**src/rtl/mem_arbiter.sv**
```systemverilog
// -----------------------------------------------------------------------------
// mem_arbiter
// Two-requester arbiter in front of a single memory port. A command is
// captured in IDLE, presented to memory for MEM_LAT cycles (ACCESS), and
// completed with a one-cycle done pulse (RESP). All outputs are flops.
//
// Parameters:
//   MEM_LAT   memory access cycles per transfer (1..15)
// Optional feature macro:
//   ARB_RR_EN defined   -> round-robin on simultaneous requests
//   ARB_RR_EN undefined -> fixed priority, m0 over m1
//
// Ports:
//   clk                 clock, rising edge
//   rst                 synchronous reset, active low
//   m0_* / m1_*         requester ports: req, we, addr, wdata, wstrb in;
//                       gnt, done pulses and rdata out (m0 = core, m1 = DMA)
//   mem_en/we/addr/wdata/wstrb  memory command outputs
//   mem_rdata           memory read data, valid in the last ACCESS cycle
//   busy                high whenever the arbiter is not idle
// -----------------------------------------------------------------------------
module mem_arbiter #(
    parameter int MEM_LAT = 2
) (
    input  logic        clk,
    input  logic        rst,
    input  logic        m0_req,
    input  logic        m0_we,
    input  logic [31:0] m0_addr,
    input  logic [31:0] m0_wdata,
    input  logic [3:0]  m0_wstrb,
    output logic        m0_gnt,
    output logic        m0_done,
    output logic [31:0] m0_rdata,
    input  logic        m1_req,
    input  logic        m1_we,
    input  logic [31:0] m1_addr,
    input  logic [31:0] m1_wdata,
    input  logic [3:0]  m1_wstrb,
    output logic        m1_gnt,
    output logic        m1_done,
    output logic [31:0] m1_rdata,
    output logic        mem_en,
    output logic        mem_we,
    output logic [31:0] mem_addr,
    output logic [31:0] mem_wdata,
    output logic [3:0]  mem_wstrb,
    input  logic [31:0] mem_rdata,
    output logic        busy
);

    typedef enum logic [1:0] {
        IDLE   = 2'b00,
        ACCESS = 2'b01,
        RESP   = 2'b10
    } state_t;

    state_t      state_q, state_d;
    logic [3:0]  cnt_q, cnt_d;
    logic        owner_q, owner_d;       // 0 = m0, 1 = m1
    logic        m0_gnt_q, m0_gnt_d, m1_gnt_q, m1_gnt_d;
    logic        m0_done_q, m0_done_d, m1_done_q, m1_done_d;
    logic [31:0] m0_rdata_q, m0_rdata_d, m1_rdata_q, m1_rdata_d;
    logic        mem_en_q, mem_en_d, mem_we_q, mem_we_d;
    logic [31:0] mem_addr_q, mem_addr_d, mem_wdata_q, mem_wdata_d;
    logic [3:0]  mem_wstrb_q, mem_wstrb_d;
    logic        busy_q, busy_d;
    logic        win_s;                  // 1 = m1 wins the current arbitration

`ifdef ARB_RR_EN
    logic        last_q, last_d;         // requester granted most recently

    // On a tie the requester that was not granted last wins.
    assign win_s = m1_req & (~m0_req | ~last_q);
`else
    // Fixed priority: m1 only wins when m0 is not asking.
    assign win_s = ~m0_req;
`endif

    // Next-state and next-output computation.
    always_comb begin
        state_d     = state_q;
        cnt_d       = cnt_q;
        owner_d     = owner_q;
        m0_gnt_d    = 1'b0;
        m1_gnt_d    = 1'b0;
        m0_done_d   = 1'b0;
        m1_done_d   = 1'b0;
        m0_rdata_d  = m0_rdata_q;
        m1_rdata_d  = m1_rdata_q;
        mem_en_d    = mem_en_q;
        mem_we_d    = mem_we_q;
        mem_addr_d  = mem_addr_q;
        mem_wdata_d = mem_wdata_q;
        mem_wstrb_d = mem_wstrb_q;
`ifdef ARB_RR_EN
        last_d      = last_q;
`endif
        case (state_q)
            IDLE: begin
                if (m0_req || m1_req) begin
                    state_d     = ACCESS;
                    cnt_d       = 4'(MEM_LAT - 1);
                    owner_d     = win_s;
                    m0_gnt_d    = ~win_s;
                    m1_gnt_d    = win_s;
                    // The captured command drives memory directly from these flops.
                    mem_en_d    = 1'b1;
                    mem_we_d    = win_s ? m1_we    : m0_we;
                    mem_addr_d  = win_s ? m1_addr  : m0_addr;
                    mem_wdata_d = win_s ? m1_wdata : m0_wdata;
                    mem_wstrb_d = win_s ? m1_wstrb : m0_wstrb;
`ifdef ARB_RR_EN
                    last_d      = win_s;
`endif
                end else begin
                    state_d = IDLE;
                end
            end
            ACCESS: begin
                if (cnt_q == 4'd0) begin
                    state_d     = RESP;
                    mem_en_d    = 1'b0;
                    mem_we_d    = 1'b0;
                    mem_addr_d  = 32'd0;
                    mem_wdata_d = 32'd0;
                    mem_wstrb_d = 4'd0;
                    m0_done_d   = ~owner_q;
                    m1_done_d   = owner_q;
                    // Only loads update the owner's read data.
                    if (!mem_we_q) begin
                        if (owner_q) begin
                            m1_rdata_d = mem_rdata;
                        end else begin
                            m0_rdata_d = mem_rdata;
                        end
                    end else begin
                        m0_rdata_d = m0_rdata_q;
                    end
                end else begin
                    cnt_d = cnt_q - 4'd1;
                end
            end
            RESP: begin
                state_d = IDLE;
            end
            default: begin
                // Corrupted state: recover to IDLE with every output cleared.
                state_d     = IDLE;
                cnt_d       = 4'd0;
                owner_d     = 1'b0;
                m0_rdata_d  = 32'd0;
                m1_rdata_d  = 32'd0;
                mem_en_d    = 1'b0;
                mem_we_d    = 1'b0;
                mem_addr_d  = 32'd0;
                mem_wdata_d = 32'd0;
                mem_wstrb_d = 4'd0;
            end
        endcase
        busy_d = (state_d != IDLE);
    end

    // State and output registers with synchronous active-low reset.
    always_ff @(posedge clk) begin
        if (!rst) begin
            state_q     <= IDLE;
            cnt_q       <= 4'd0;
            owner_q     <= 1'b0;
            m0_gnt_q    <= 1'b0;
            m1_gnt_q    <= 1'b0;
            m0_done_q   <= 1'b0;
            m1_done_q   <= 1'b0;
            m0_rdata_q  <= 32'd0;
            m1_rdata_q  <= 32'd0;
            mem_en_q    <= 1'b0;
            mem_we_q    <= 1'b0;
            mem_addr_q  <= 32'd0;
            mem_wdata_q <= 32'd0;
            mem_wstrb_q <= 4'd0;
            busy_q      <= 1'b0;
`ifdef ARB_RR_EN
            last_q      <= 1'b1;
`endif
        end else begin
            state_q     <= state_d;
            cnt_q       <= cnt_d;
            owner_q     <= owner_d;
            m0_gnt_q    <= m0_gnt_d;
            m1_gnt_q    <= m1_gnt_d;
            m0_done_q   <= m0_done_d;
            m1_done_q   <= m1_done_d;
            m0_rdata_q  <= m0_rdata_d;
            m1_rdata_q  <= m1_rdata_d;
            mem_en_q    <= mem_en_d;
            mem_we_q    <= mem_we_d;
            mem_addr_q  <= mem_addr_d;
            mem_wdata_q <= mem_wdata_d;
            mem_wstrb_q <= mem_wstrb_d;
            busy_q      <= busy_d;
`ifdef ARB_RR_EN
            last_q      <= last_d;
`endif
        end
    end

    assign m0_gnt    = m0_gnt_q;
    assign m1_gnt    = m1_gnt_q;
    assign m0_done   = m0_done_q;
    assign m1_done   = m1_done_q;
    assign m0_rdata  = m0_rdata_q;
    assign m1_rdata  = m1_rdata_q;
    assign mem_en    = mem_en_q;
    assign mem_we    = mem_we_q;
    assign mem_addr  = mem_addr_q;
    assign mem_wdata = mem_wdata_q;
    assign mem_wstrb = mem_wstrb_q;
    assign busy      = busy_q;

endmodule

```
**config.mk**
```make
export PLATFORM = sky130hd
export DESIGN_NAME = mem_arbiter
export DESIGN_NICKNAME = d
export VERILOG_FILES = /design/src/rtl/mem_arbiter.sv
export SDC_FILE = /design/constraint.sdc
export NUM_CORES = 1
export LEC_CHECK = 0
export ABC_AREA = 1
export CAP_MARGIN = 5
export CORE_AREA = 5 5 133 135
export DETAILED_ROUTE_END_ITERATION = 8
export DIE_AREA = 0 0 138 140
export PLACE_DENSITY_LB_ADDON = 0.1
export SLEW_MARGIN = 20
export SYNTH_ARGS = -nofsm -noshare
export SYNTH_HDL_FRONTEND = slang
export SYNTH_SLANG_ARGS = --single-unit
```
**constraint.sdc**
```tcl
create_clock -name clk -period 4.26 [get_ports clk]
set_input_delay 0.852 -clock clk [delete_from_list [all_inputs] [get_ports clk]]
set_output_delay 0.852 -clock clk [all_outputs]
set_load 0.05 [all_outputs]
```
==> impl_metrics.toml, run 1 <==
[yosys]
yosysMostFrequentCell = "nand2_1"
synth_fa_ha_area_frac = 0.00872
synthSimpleGateAreaFrac = 0.349
synthArstFlopShare = 0
syn_avg_cell_area_um2 = 6.38
synth_area_mm2 = 0.00718
synth_compound_area_frac = 0.104
yosysSeqAreaShare = 0.407
synth_edf_count = 0
synthMuxAreaShare = 0
yosysUniqueCellTypes = 23
ys_ff_latch = 146
netlist.area_leader.share = 0.407
syn-num-nets = 1304
synth-xor-area-share = 0
yosys_most_used_dff = "dfxtp_1"
synth_cells = 1125
yosysTopAreaCell = "dfxtp_1"
yosys-top-cells-area = "dfxtp_1, nand2_1, a21oi_1"
synth_common_cells = "nand2_1, dfxtp_1, a21oi_1, inv_1, nor2_1"
synth_top_family_by_area = "simple AND/OR/NAND/NOR gates"
yosysWarnings = 0

[detailed_routing]
wl_um = 23600
drtIter0Drc = 370
vias = 7653
ant_nets = 0
viasPerCell = 4.73
drc = 0
wl_per_cell_um = 14.6
dr.pass1.iters = 5

[floorplanning]
ios = 313
initial_core_util = 0.439
dieArea_mm2 = 0.0193
die_w_um = 138
fp.dieH_um = 140
core_area_mm2 = 0.0163
rows = 47

[placed_design]
io_buffers = 312
place.gp.congestion = 0.898
dp_hpwl_um = 16600
dpl_cell_area_mm2 = 0.0102

[global_routing]
first_global_vias = 7154
grt-ovfl-total = 0
grt_pass1_wl_um = 37400
use_met1 = 0.281
grt_max_degree = 75
use_met3 = 0.0801
top_usage_layer = "met2"
globalRouteTotalUtil = 0.234
antenna_found_initial = 0
grt_use_met2 = 0.397

[pwr]
ir_drop_mv = 0.327
power_leakage_nw = 4.84
power_density_mw_per_mm2 = 537

[sta]
finalClockSkew_ns = 0.00960
setup_tns_ns = 0
timing.final.crit_share = 0.719
slew-limit-headroom = 0.330
fmax_mhz = 327
final-hold-violation-count = 0
rsz0062_at_grt = "no"
drv_slew = 0
setup_viol = 0
finalCriticalPeriod_ns = 3.06
tightest_slew_ns = 1.00

[clock_tree]
path_clk_slew_ns = 0.06
cts_tree = "built"
cts.sinks = 146
htree_levels = 4
cts_resized = 0
insertion_delay_ns = 0.42
numCtsBuffers = 17
cts_hold_buf = 0
cts_max_path_buffers = 2
cts_setup_buffers = 0
clock-root-buffer = "clkbuf_16"

[layout]
final_area_mm2 = 0.0108
diodes = 0
multi_input_area_mm2 = 0.00332
nets = 1564
fillers = 1506
drive_gt1_frac = 0.0415
syn_to_final_growth_pct = 50.8
seq_area_mm2 = 0.00292

[setup_path]
cp-start-kind = "register"
required_ns = 4.57
endpoint_kind = "register"
crit_arrival_ns = 3.37
cp_max_fo = 49
crit_type = "reg2reg"

[job]
drv_cap = 0

[outcome]
status = "completed"

[min_path]
min_path_type = "reg2reg"
==> layout by cell type (no fill, tap or decap) <==
cell type        instances
clkbuf_8                 2
clkinv_4                 2
nor2_2                   1
nand2_2                  2
bufinv_16                3
dfxtp_1                146
inv_6                    1
nor2_1                 106
clkdlybuf4s50_1        310
buf_4                   12
nand3_1                 73
clkinvlp_4               3
ha_1                     5
o22ai_1                  1
buf_2                    2
o21ai_0                  1
nand2_4                  1
clkbuf_16               17
inv_1                  127
clkinv_2                 6
nand2_1                394
nand3_2                  2
nor3_1                   3
a21oi_4                  1
nor2_4                   1
inv_2                    2
nand4_1                 31
a21oi_1                143
==> cells by family (layout without fill, tap and decap cells) <==
kind of cell,after synthesis,count (layout)
and+or+nand+nor,614,614
buffers and inverters,214,487
adders and majority gates,5,5
DFF,146,146
AOI/OAI and AO/OA,146,146
==> critical path, cell delays in order (launching register included) <==
cell,delay [ns]
dfxtp_1,0.31
inv_1,0.09
ha_1,0.54
buf_4,0.33
nand2_1,0.08
nand2_1,0.08
clkinv_2,0.36
nand3_2,0.82
nand2_1,0.14
nand2_1,0.11
nor2_1,0.04
==> state kept, by name (all words and copies together) (netlist names), 2 cells and up <==
register,count
mem_wdata,32
m0_rdata,32
mem_wstrb,4
state_q,2
m1_rdata,32
cnt_q,4
mem_addr,32
==> report_power, final <==
group	total [mW]	internal, mW	switching, mW
sequential	1.73	1.61	0.123
combinational	2.55	0.846	1.71
clock	1.53	0.950	0.583
total	5.82	3.41	2.41
==> final timing paths <==
kind                                   from                   endpoint  slack, ns  depth (start not counted)
setup / recovery      state_q[1]$_SDFF_PN0_  m1_rdata[19]$_SDFFE_PN0P_       1.20                         10
hold reg to reg   mem_addr[27]$_SDFFE_PN0P_  mem_addr[27]$_SDFFE_PN0P_       0.46                          2
hold / removal    mem_addr[27]$_SDFFE_PN0P_  mem_addr[27]$_SDFFE_PN0P_       0.46                          2
setup reg to reg      state_q[1]$_SDFF_PN0_  m1_rdata[19]$_SDFFE_PN0P_       1.20                         10
==> area by class of cell <==
| class | instances | share of cell area |
|---|---|---|
| Multi-Input combinational cell | 765 | 0.307 |
| Timing Repair Buffer | 324 | 0.296 |
| Sequential cell | 146 | 0.270 |
| Inverter | 131 | 0.0457 |
| Clock buffer | 19 | 0.0418 |
| Tap cell | 220 | 0.0254 |
| Clock inverter | 13 | 0.0147 |
==> metal layers <==
| metal | wire length, µm | vias to the layer above | part of all wire |
|---|---|---|---|
| met5 | 0 | - | 0 |
| met3 | 1790 | 28 | 0.076 |
| li1 | - | 3992 | - |
| met1 | 9840 | 3382 | 0.42 |
| met2 | 11400 | 251 | 0.48 |
| met4 | 518 | 0 | 0.022 |
==> metrics by stage <==
| stage | instances | hold slack, ns | setup WS, ns | utilization | total power [mW] |
|---|---|---|---|---|---|
| 2_1_floorplan | 1125 | 0.436 | 2.47 | - | 3.51 |
| 3_3_place_gp | 1586 | 0.448 | 1.42 | 0.625 | 4.29 |
| 3_5_place_dp | 1586 | 0.451 | 1.27 | 0.625 | 4.32 |
| 4_1_cts | 1618 | 0.460 | 1.22 | 0.662 | 5.87 |
| 5_1_grt | 1618 | 0.471 | 0.935 | 0.662 | 6.16 |
| 6_report | 1618 | 0.457 | 1.20 | 0.662 | 5.82 |
Note: power is estimated with default switching activity, not from simulation.
==> run 2, diff against run 1 <==
--- a/config.mk
+++ b/config.mk
@@ -7,9 +7,9 @@
 export LEC_CHECK = 0
 export ABC_AREA = 1
 export CAP_MARGIN = 5
-export CORE_AREA = 5 5 133 135
+export CORE_AREA = 5 5 142 144
 export DETAILED_ROUTE_END_ITERATION = 8
-export DIE_AREA = 0 0 138 140
+export DIE_AREA = 0 0 147 149
 export PLACE_DENSITY_LB_ADDON = 0.1
 export SLEW_MARGIN = 20
 export SYNTH_ARGS = -nofsm -noshare
==> constraint.sdc (replaced) <==
create_clock -name clk -period 2.7 [get_ports clk]
set_input_delay 0.54 -clock clk [delete_from_list [all_inputs] [get_ports clk]]
set_output_delay 0.54 -clock clk [all_outputs]
set_load 0.05 [all_outputs]
==> run 2 against run 1 <==
Cell count up 1.2%. Setup slack worse by 0.70 ns. Core utilization down 7.2 points. Clock skew down 0.0010 ns. Hold slack better by 0.00057 ns. Flip-flop and latch count unchanged. First-iteration DRC count down 5.4%. Clock power up 65%. Critical path depth down 9. Register-to-register slack worse by 0.66 ns. Critical path type is now reg2out. Critical endpoint is now mem_we. Largest cell class unchanged.
==> impl_metrics.toml, run 2 (synthesis results as in run 1) <==
[floorplanning]
core_area_mm2 = 0.0186
ios = 313
rows = 50
initial_core_util = 0.386
die_w_um = 147
dieArea_mm2 = 0.0219
fp.dieH_um = 149

[clock_tree]
cts_max_path_buffers = 2
clock-root-buffer = "clkbuf_16"
cts_resized = 0
cts_hold_buf = 0
cts_setup_buffers = 0
htree_levels = 4
cts.sinks = 146
insertion_delay_ns = 0.41
path_clk_slew_ns = 0.06
numCtsBuffers = 17
cts_tree = "built"

[layout]
final_area_mm2 = 0.0110
drive_gt1_frac = 0.0435
diodes = 0
final_cell_mix = "nand2_1, clkdlybuf4s50_1, dfxtp_1"
nets = 1569
syn_to_final_growth_pct = 52.8
fillers = 1837
multi_input_area_mm2 = 0.00332
mostFrequentLayoutCell = "nand2_1"
finalNonFillerCells = 1637
seq_area_mm2 = 0.00292

[setup_path]
path_buf_inv = 1
endpoint_kind = "output pin"
critPathSlowestCell = "clkdlybuf4s50_1"
cp_max_fo = 3
r2r_end = "m0_rdata[20]$_SDFFE_PN0P_"
path_cells = "clkdlybuf4s50_1"
cpPeakStageDelay_ns = 0.87
cp-start-kind = "register"
required_ns = 2.16
cp_top_family = "buffers and inverters"
crit_arrival_ns = 1.66
crit_type = "reg2out"
r2r_slack_ns = 0.54
reg2reg_depth = 9
rr_startpoint = "state_q[1]$_SDFF_PN0_"

[detailed_routing]
wl_per_cell_um = 14.5
viasPerCell = 4.67
wl_um = 23800
vias = 7643
drc = 0
dr.pass1.iters = 4
drtIter0Drc = 350
ant_nets = 0

[global_routing]
grt_pass1_wl_um = 38300
grt_max_degree = 75
first_global_vias = 7239
grt-ovfl-total = 0
antenna_found_initial = 1
globalRouteTotalUtil = 0.214

[job]
drv_cap = 0

[pwr]
seqPwrFrac = 0.294
swShare = 0.405
power_leakage_nw = 4.90
combPwrFrac = 0.435
p_sw_mw = 3.77
internal_power_mw = 5.55
ir_drop_mv = 0.663
p_clk_frac = 0.271
power_density_mw_per_mm2 = 850

[sta]
setup_tns_ns = 0
rsz0062_at_grt = "no"
drv_slew = 0
slew-limit-headroom = 0.473
fmax_mhz = 455
finalClockSkew_ns = 0.00857
setup_viol = 0
finalWorstSetupSlack_ns = 0.502
whs_ns = 0.458
final-hold-violation-count = 0
tightest_slew_ns = 0.790
timing.final.crit_share = 0.814
finalCriticalPeriod_ns = 2.20

[placed_design]
pre_cts_ws_ns = 0.418
dp.cells = 1605
dp_hpwl_um = 16600
io_buffers = 312
dpl_cell_area_mm2 = 0.0103
place.gp.congestion = 0.805

[min_path]
hold_depth = 2
min_to = "mem_wdata[14]$_SDFFE_PN0P_"
min_path_type = "reg2reg"
worstHoldStart = "mem_wdata[14]$_SDFFE_PN0P_"

[outcome]
status = "completed"
-- run 2: cell types whose count changed in the layout (fill, tap and decap cells not counted), sizes merged --
cell / previous run / this run
buf: 14 / 19
clkbuf: 19 / 23
clkinv: 8 / 5
clkinvlp: 3 / 1
bufinv: 3 / 4
-- run 2: area by class of cell --
class | instances | area share
repair buffers | 329 | 0.301
multi-input cells | 765 | 0.302
flip-flops and latches | 146 | 0.266
inverters | 131 | 0.0449
well taps | 234 | 0.0267
clock buffers | 23 | 0.0445
clock inverters | 9 | 0.0138
-- run 2: layer usage --
| metal | up-vias | part of all wire | global-route usage |
|---|---|---|---|
| li1 | 4010 | - | - |
| met4 | 2 | 0.028 | 0.0774 |
| met2 | 237 | 0.46 | 0.346 |
| met5 | - | 0.00051 | 0 |
| met3 | 33 | 0.091 | 0.0854 |
| met1 | 3361 | 0.42 | 0.259 |
-- run 2: power by group through the flow --
| stage | Combinational, mW | Sequential [mW] | Clock (mW) |
|---|---|---|---|
| 4_1_cts | 4.10 | 2.74 | 2.59 |
| 2_1_floorplan | 1.52 | 4.02 | 0 |
| 5_1_grt | 4.41 | 2.79 | 2.70 |
| 6_report | 4.06 | 2.74 | 2.53 |
| 3_3_place_gp | 4.07 | 2.77 | 0 |
| 3_5_place_dp | 4.08 | 2.78 | 0 |
-- run 2: how the worst max path moves through the flow --
stage,depth (start not counted),from,to
6_report,1,mem_we$_SDFFE_PN0P_,mem_we
4_1_cts,1,mem_we$_SDFFE_PN0P_,mem_we
3_3_place_gp,7,m1_req,mem_addr[19]$_SDFFE_PN0P_
5_1_grt,11,state_q[1]$_SDFF_PN0_,m1_rdata[27]$_SDFFE_PN0P_
3_5_place_dp,7,m1_req,mem_addr[10]$_SDFFE_PN0P_
2_1_floorplan,11,state_q[0]$_SDFF_PN0_,m1_rdata[11]$_SDFFE_PN0P_
-- run 2: per-stage QoR --
step | total power [mW] | utilization
floorplan | 5.54 | -
global route | 9.90 | 0.590
global placement | 6.84 | 0.556
detailed placement | 6.86 | 0.556
finish | 9.32 | 0.590
CTS | 9.43 | 0.590
==> run 3, diff against run 2 <==
==> constraint.sdc (replaced) <==
create_clock -name clk -period 1.9 [get_ports clk]
set_input_delay 0.38 -clock clk [delete_from_list [all_inputs] [get_ports clk]]
set_output_delay 0.38 -clock clk [all_outputs]
set_load 0.05 [all_outputs]
==> run 3 against run 2 <==
Combinational power rose by 41%. Design area fell by 0.87%. Non-clock buffer count rose by 11. Clock skew barely moved. Critical path depth rose by 6. Flip-flop and latch count did not move. Register-to-register slack got worse by 0.37 ns. Sequential power rose by 42%. Sequential share of layout area rose by 0.23 points. Clock power rose by 41%. Routed wire length rose by 0.62%.
==> impl_metrics.toml, run 3 (synthesis results as in run 1) <==
[sta]
timing.final.crit_share = 0.911
rsz0062_at_grt = "no"
setup_tns_ns = 0
slew-limit-headroom = 0.651
drv_slew = 0
finalClockSkew_ns = 0.00817
setup_viol = 0
tightest_slew_ns = 0.526
final-hold-violation-count = 0
finalCriticalPeriod_ns = 1.73
fmax_mhz = 578

[detailed_routing]
dr.pass1.iters = 5
drtIter0Drc = 395
wl_um = 23900
ant_nets = 0
wl_per_cell_um = 14.5
viasPerCell = 4.69
vias = 7732
drc = 0

[min_path]
min_path_type = "in2reg"
hold_depth = 3
worstHoldStart = "rst"
min_to = "cnt_q[0]$_SDFFE_PN0P_"

[placed_design]
dp_hpwl_um = 17000
place.gp.congestion = 0.784
io_buffers = 312
dpl_cell_area_mm2 = 0.0103

[clock_tree]
cts_tree = "built"
numCtsBuffers = 17
clock-root-buffer = "clkbuf_16"
cts.sinks = 146
path_clk_slew_ns = 0.06
cts_max_path_buffers = 2
insertion_delay_ns = 0.41
htree_levels = 4
cts_setup_buffers = 0

[layout]
seq_area_mm2 = 0.00292
nets = 1580
final_area_mm2 = 0.0109
syn_to_final_growth_pct = 51.5
drive_gt1_frac = 0.120
final_cell_mix = "nand2_1, clkdlybuf4s50_1, dfxtp_1"
diodes = 0
multi_input_area_mm2 = 0.00332
fillers = 1837
mostFrequentLayoutCell = "nand2_1"

[floorplanning]
fp.dieH_um = 149
dieArea_mm2 = 0.0219
die_w_um = 147
core_area_mm2 = 0.0186
rows = 50
initial_core_util = 0.386
ios = 313

[global_routing]
grt-ovfl-total = 0
first_global_vias = 7337
antenna_found_initial = 0
grt_pass1_wl_um = 38300
grt_max_degree = 73
globalRouteTotalUtil = 0.214

[pwr]
power_leakage_nw = 5.33
power_density_mw_per_mm2 = 1210
ir_drop_mv = 0.635

[setup_path]
crit_arrival_ns = 2.07
path_cells = "inv_1, ha_1, inv_2, buf_12, a21oi_1, nand3_1, a21oi_1"
cp_max_fo = 21
r2r_slack_ns = 0.17
cp_top_family = "compound AO/OA/AOI/OAI gates"
critPathSlowestCell = "ha_1"
cpPeakStageDelay_ns = 0.37
r2r_end = "mem_wdata[22]$_SDFFE_PN0P_"
endpoint_kind = "register"
cp_num_cells = 7
reg2reg_depth = 7
crit_top_cell = "a21oi_1"
crit_type = "reg2reg"
rr_startpoint = "state_q[0]$_SDFF_PN0_"
required_ns = 2.24
cp-start-kind = "register"
path_buf_inv = 3

[outcome]
status = "completed"

[job]
drv_cap = 0
-- run 3: how the worst max path moves through the flow --
stage / slack [ns] / endpoint / startpoint
finish: 0.17 / mem_wdata[22]$_SDFFE_PN0P_ / state_q[0]$_SDFF_PN0_
global placement: 0.14 / mem_wdata[31]$_SDFFE_PN0P_ / m1_req
floorplan: 0.33 / m1_rdata[11]$_SDFFE_PN0P_ / state_q[0]$_SDFF_PN0_
CTS: 0.14 / m1_rdata[11]$_SDFFE_PN0P_ / state_q[1]$_SDFF_PN0_
global route: 0.02 / m0_rdata[29]$_SDFFE_PN0P_ / state_q[1]$_SDFF_PN0_
detailed placement: 0.09 / mem_addr[12]$_SDFFE_PN0P_ / m1_req
-- run 3: report_power, final --
group          internal, mW  total, mW  switching, mW
Combinational          1.85       5.71           3.85
Sequential             3.61       3.89          0.280
Clock                  2.30       3.57           1.28
Total                  7.76       13.2           5.41
-- run 3: layout make-up --
class	instances	area share
Timing Repair Buffer	340	0.296
Multi-Input combinational cell	765	0.305
Inverter	131	0.0453
Sequential cell	146	0.269
Tap cell	234	0.0269
Clock inverter	10	0.0143
Clock buffer	22	0.0436
-- run 3: metrics by stage --
step / utilization / cells / hold slack (ns) / total power, mW / setup WS, ns
2_1_floorplan: - / 1125 / 0.436 / 7.87 / 0.333
4_1_cts: 0.585 / 1648 / 0.320 / 13.3 / 0.137
6_report: 0.585 / 1648 / 0.340 / 13.2 / 0.169
3_3_place_gp: 0.554 / 1616 / 0.447 / 9.78 / 0.142
5_1_grt: 0.585 / 1648 / 0.336 / 14.0 / 0.0160
3_5_place_dp: 0.554 / 1616 / 0.454 / 9.81 / 0.0895
-- run 3: tightest hold or removal path: stages --
cell	delay (ns)
buf_2	0.20
nand2_1	0.10
nor2_1	0.03
-- run 3: routing by layer --
layer  part of all wire  vias up  track usage
li1                   -     4031            -
met1               0.44     3454        0.271
met2               0.46      217        0.349
met3              0.077       30       0.0678
met4              0.022        0       0.0666
met5                  0        -            0
-- run 3: timing repair --
item                       CTS  global route
setup endpoints to repair   42            38
hold buffers                 0             0
cloned                       0             0
gates resized for setup     42             1
